$ cat src/rtl/fifo_pkg.sv
// Shared pointer helpers for the asynchronous FIFO: pointer width derivation
// and Gray/binary conversion, used by both pointer logic and synchronizer.
package fifo_pkg;

   localparam int GRAY_MAX_W = 32;

   function automatic int ptr_w(input int depth_bit);
      return depth_bit + 1;
   endfunction

   // Operates on a zero-extended pointer; leading zeros leave the low bits exact.
   function automatic logic [GRAY_MAX_W-1:0] gray2bin(input logic [GRAY_MAX_W-1:0] g);
      logic [GRAY_MAX_W-1:0] b;
      b = {GRAY_MAX_W{1'b0}};
      b[GRAY_MAX_W-1] = g[GRAY_MAX_W-1];
      for (int i = GRAY_MAX_W - 2; i >= 0; i--) begin
         b[i] = b[i+1] ^ g[i];
      end
      return b;
   endfunction

   function automatic logic [GRAY_MAX_W-1:0] bin2gray(input logic [GRAY_MAX_W-1:0] b);
      return b ^ {1'b0, b[GRAY_MAX_W-1:1]};
   endfunction

endpackage

$ cat src/rtl/sync_chain.sv
// Multi-flop synchronizer chain: stage 0 samples d directly, q is the last stage.
module sync_chain #(
   parameter int WIDTH  = 5,
   parameter int STAGES = 2
) (
   input  logic             clk,
   input  logic             rst,
   input  logic [WIDTH-1:0] d,
   output logic [WIDTH-1:0] q
);

   logic [WIDTH-1:0] stage_r [STAGES];

   // Shift the sampled value down the chain; reset clears every stage at once.
   always_ff @(posedge clk or posedge rst) begin
      if (rst) begin
         for (int i = 0; i < STAGES; i++) begin
            stage_r[i] <= {WIDTH{1'b0}};
         end
      end else begin
         stage_r[0] <= d;
         for (int i = 1; i < STAGES; i++) begin
            stage_r[i] <= stage_r[i-1];
         end
      end
   end

   assign q = stage_r[STAGES-1];

endmodule

$ cat src/rtl/sync_addr_gray_cdc.sv
// Brings foreign-domain FIFO Gray pointers into the local clock domain and
// derives binary pointers, occupancy and empty/full status from them.
module sync_addr_gray_cdc
   import fifo_pkg::*;
#(
   parameter int FIFO_DEPTH_BIT = 4,
   parameter int SYNC_STAGES    = 2,
   localparam int PTR_W         = ptr_w(FIFO_DEPTH_BIT)
) (
   input  logic             clk,
   input  logic             rst,
   input  logic [PTR_W-1:0] write_addr_gray,
   input  logic [PTR_W-1:0] read_addr_gray,
   output logic [PTR_W-1:0] write_addr_gray_sync,
   output logic [PTR_W-1:0] read_addr_gray_sync,
   output logic [PTR_W-1:0] write_addr_bin_sync,
   output logic [PTR_W-1:0] read_addr_bin_sync,
   output logic [PTR_W-1:0] fifo_count,
   output logic             fifo_empty,
   output logic             fifo_full
);

   // Full means the write pointer is one lap ahead: top two Gray bits inverted.
   localparam logic [PTR_W-1:0] FULL_MASK = {2'b11, {(PTR_W-2){1'b0}}};

   logic [PTR_W-1:0] write_gray_s;
   logic [PTR_W-1:0] read_gray_s;
   logic [PTR_W-1:0] write_bin_s;
   logic [PTR_W-1:0] read_bin_s;

   sync_chain #(
      .WIDTH  (PTR_W),
      .STAGES (SYNC_STAGES)
   ) u_write_sync (
      .clk (clk),
      .rst (rst),
      .d   (write_addr_gray),
      .q   (write_gray_s)
   );

   sync_chain #(
      .WIDTH  (PTR_W),
      .STAGES (SYNC_STAGES)
   ) u_read_sync (
      .clk (clk),
      .rst (rst),
      .d   (read_addr_gray),
      .q   (read_gray_s)
   );

   assign write_bin_s = PTR_W'(gray2bin(GRAY_MAX_W'(write_gray_s)));
   assign read_bin_s  = PTR_W'(gray2bin(GRAY_MAX_W'(read_gray_s)));

   assign write_addr_gray_sync = write_gray_s;
   assign read_addr_gray_sync  = read_gray_s;
   assign write_addr_bin_sync  = write_bin_s;
   assign read_addr_bin_sync   = read_bin_s;

   // Modulo-2^PTR_W subtraction keeps the count correct across pointer wrap.
   assign fifo_count = write_bin_s - read_bin_s;
   assign fifo_empty = (write_gray_s == read_gray_s);
   assign fifo_full  = (write_gray_s == (read_gray_s ^ FULL_MASK));

endmodule

$ cat config.mk
export PLATFORM = sky130hd
export DESIGN_NAME = sync_addr_gray_cdc
export DESIGN_NICKNAME = d
export VERILOG_FILES = /design/src/rtl/fifo_pkg.sv /design/src/rtl/sync_chain.sv /design/src/rtl/sync_addr_gray_cdc.sv
export SDC_FILE = /design/constraint.sdc
export NUM_CORES = 1
export LEC_CHECK = 0
export CAP_MARGIN = 20
export CORE_UTILIZATION = 37
export DETAILED_ROUTE_END_ITERATION = 8
export GPL_ROUTABILITY_DRIVEN = 0
export PLACE_DENSITY = 0.81
export SLEW_MARGIN = 30
export SYNTH_ARGS = -nofsm -noshare
export SYNTH_HDL_FRONTEND = slang
export SYNTH_SLANG_ARGS = --single-unit
$ cat constraint.sdc
create_clock -name clk -period 3 [get_ports clk]
set_clock_uncertainty 0.05 [all_clocks]
set_input_delay 0.45 -clock clk [delete_from_list [all_inputs] [get_ports clk]]
set_output_delay 0.45 -clock clk [all_outputs]
set_load 0.01 [all_outputs]
==> parameters.txt <==
Parameter                              Value

Critical path
  Reg2reg setup slack    2.45 ns
  Arrival time of the worst setup path    2.66 ns
  Worst reg-to-reg path cell count    0
  Crit Path Category    register to output pin
  Launch instance of the worst register-to-register path    u_write_sync.stage_r[6]
  CP Cell Sequence    xor3_2 > xnor2_2 > xor2_1 > ha_2 > fa_2 > inv_2 > maj3_2 > a21oi_2 > xnor2_1 > buf_2
  Maximum single-stage delay on the critical path    0.47 ns
  Crit path max-delay cell type    sky130_fd_sc_hd__xor3_2
  Required arrival time at the worst endpoint    2.50 ns
  Crit path launch type    register
  Reg-to-reg endpoint    u_write_sync.q[1]
  Critical-path maximum fanout    2
  Capturing element type of the critical path    output pin

Global route
  Overall routing resource usage    12.9%
  Via count of the first global-routing pass    605
  Largest net degree at the start of global routing    21
  Antenna violations before repair    0
  Global-route wire length before repair    roughly 2500 um
  Congestion Overflow GR    0

Outcome
  Outcome    finished with violations
  Violations in the final reports    setup timing

Clock network
  Clock Latency Late Sink    approximately 0.29 ns
  Number of hold buffers added after CTS    0
  Number of sinks driven by the clock tree    20
  Number of buffers added by the clock tree synthesis step    3
  Number of levels the H-tree was split into    1
  CTS root buf    sky130_fd_sc_hd__clkbuf_4
  Clock Tree Buf Depth    2
  TritonCTS clock tree    built
  Clock transition at path regs    ~0.10 ns

Logic synthesis
  Average cell area after synthesis    12.7 um^2
  Mapped Cells    73
  Unique masters post-synth    18
  Synth Net Count    89
  Synthesis warning total    0
  Seq cells post-synth    20
  Sequential share of the synthesized area    54.1%
  Netlist area before placement    926 um^2

Power
  Fraction of power consumed by sequential logic    between 30% and 40%
  Total internal power    a little over 600 uW
  Power per unit of standard cell area    589 nW/um^2
  Leakage dissipation    roughly 0.66 nW
  Worst vdd ir    484 uV
  Combinational share of power    40.5%
  Clock power frac    24.8%
  Overall power consumption    839 uW
  Sw Pwr    226 uW
  Share of total power consumed by net switching    a little over a quarter

Placement
  Post-detail-place hpwl    1320 um
  Count of input and output buffers    38
  Minimum setup slack after placement    -0.310 ns

Min path
  WHS Path Cells    0
  Path type of the worst min-delay path    register to register
  Worst hold path startpoint    u_read_sync.stage_r[6]
  Endpoint, Worst Hold    u_read_sync.q[1]

Floorplanning
  Standard-cell row count    17
  Core area    2280 um^2
  Top-Level Pins    39
  Die width    52.0 um
  Initial standard-cell utilization of the core    40.7%
  Die height    52.0 um
  Floorplan die area    2710 um^2

Final layout
  Filler cells    between 150 and 200
  Diodes inserted    0
  Synthesis-to-finish area growth    53.8%
  Number of nets in the finished design    135
  Area of the multi-input gates    325 um^2
  Storage cell area    500 um^2
  Proportion of layout cells with a drive suffix above 1    between 20% and 30%

Run
  Total of max-cap violations    0

Routing
  Detailed-router iteration count before antenna repair    2
  Routed WL per cell    between 10 and 15 um
  Residual antenna-violating net count after detailed routing    0
  Post-detailed-route DRC marker count    0
  Final Routed Wirelength    about 1500 um
  Drt first-iter violations    5
  Vias after detailed routing    611
  Vias/cell    4.18

Timing
  Final worst setup slack    -0.160 ns
  Fraction of the cycle the final worst path needs    105%
  Count of final setup violators    1
  Final-report hold violation count    0
  RSZ-0062 raised after global routing    true
  Final critical delay including setup and external delays    3.16 ns
  Worst max-slew margin expressed relative to the limit    53.6%
  Least-Margin Pin Slew    0.696 ns
  Achievable frequency    316 MHz
  Pins over their slew limit    0
-- metrics by stage --
stage,util (%),TNS (ns),hold WS (ns),cell area [um^2],std cells
CTS,61.7,-0.276,0.308,1410,145
global placement,59.3,-0.298,0.281,1350,140
detailed placement,59.3,-0.405,0.285,1350,140
floorplan,-,0,0.281,926,73
finish,62.6,-0.160,0.306,1420,146
global route,62.6,-0.317,0.316,1420,146
-- area by class of cell --
cell class	instances	area share (%)
Clock buffer	3	1.58
Clock inverter	1	2.11
Inverter	10	2.64
Multi-Input combinational cell	31	22.8
Sequential cell	20	35.1
Tap cell	28	2.46
Timing Repair Buffer	53	33.2
-- state kept, by name, indices dropped and copies added (netlist names) --
signal	flops
u_read_sync.stage_r	5
u_write_sync.q	5
u_read_sync.q	5
u_write_sync.stage_r	5
-- Yosys cell counts --
master	instances	area share [%]
sky130_fd_sc_hd__dfrtp_1	20	54
sky130_fd_sc_hd__xnor3_2	1	2.6
sky130_fd_sc_hd__xor2_1	5	4.7
sky130_fd_sc_hd__fa_1	1	2.2
sky130_fd_sc_hd__buf_4	12	9.7
sky130_fd_sc_hd__nor2b_1	1	0.68
sky130_fd_sc_hd__nand3_1	1	0.54
sky130_fd_sc_hd__nor2_1	2	0.81
sky130_fd_sc_hd__nor3_1	1	0.54
sky130_fd_sc_hd__xor3_2	1	2.7
sky130_fd_sc_hd__xnor2_1	8	7.6
sky130_fd_sc_hd__inv_1	10	4.1
sky130_fd_sc_hd__xnor2_2	1	1.8
sky130_fd_sc_hd__a21oi_1	2	1.1
sky130_fd_sc_hd__ha_1	3	4.1
sky130_fd_sc_hd__a21oi_2	1	0.95
sky130_fd_sc_hd__nand2_1	2	0.81
sky130_fd_sc_hd__maj3_2	1	1.2
-- worst max path at each step --
| stage | start | end | depth (start not counted) |
|---|---|---|---|
| 6_report | u_write_sync.q[4] | fifo_count[4] | 10 |
| 2_1_floorplan | u_read_sync.q[4] | fifo_count[4] | 9 |
| 3_5_place_dp | u_write_sync.q[2] | fifo_count[4] | 10 |
| 5_1_grt | u_write_sync.q[4] | fifo_count[4] | 10 |
| 4_1_cts | u_write_sync.q[2] | fifo_count[4] | 10 |
| 3_3_place_gp | u_read_sync.q[4] | fifo_count[4] | 10 |
-- metal layers --
metal	part of all wire (%)	GRT usage, %	wire [um]
met1	38	14.5	571
met2	57	23.5	867
met3	5.5	1.46	84
met4	0	6.76	0
met5	0	0	0
-- layout by cell type, fill, tap and decap left out, types with 2 or more instances in the layout --
cell and instances:
sky130_fd_sc_hd__xnor2_2 2, sky130_fd_sc_hd__buf_4 15, sky130_fd_sc_hd__clkbuf_4 3, sky130_fd_sc_hd__a21oi_2 3
sky130_fd_sc_hd__inv_1 9, sky130_fd_sc_hd__dfrtp_1 20, sky130_fd_sc_hd__nand2_1 2, sky130_fd_sc_hd__ha_1 2
sky130_fd_sc_hd__buf_2 4, sky130_fd_sc_hd__xor2_1 4, sky130_fd_sc_hd__clkdlybuf4s50_1 34, sky130_fd_sc_hd__xnor2_1 7
sky130_fd_sc_hd__nor2_1 2
-- power groups by stage --
stage | clock network (mW) | logic [mW] | registers [mW]
2_1_floorplan | 0 | 0.165 | 0.297
3_3_place_gp | 0 | 0.346 | 0.295
3_5_place_dp | 0 | 0.356 | 0.296
4_1_cts | 0.215 | 0.342 | 0.291
5_1_grt | 0.226 | 0.371 | 0.293
6_report | 0.208 | 0.340 | 0.291
-- logic make-up after synthesis --
kind of cell               Yosys count  share of synthesized area (%)
buffers and inverters               22                           13.8
adders and majority gates            5                           7.43
xor gates and xnor gates            16                           19.3
DFF                                 20                           54.1
AOI/OAI and AO/OA                    3                           2.03
and+or+nand+nor                      7                           3.38
-- worst max-delay path, delay by kind of cell, from the launching register on --
family	cells	cell delay (ns)
buf+inv	2	0.18
compound gates	1	0.13
xor+xnor	4	0.96
flops	1	0.37
fa+ha+maj	3	0.73
-- timing repair --
action,CTS,global route
setup buffers,1,1
endpoints found under the setup margin,4,4
resized for setup,21,2
pin swaps,8,7
Note: power is estimated with default switching activity, not from simulation.
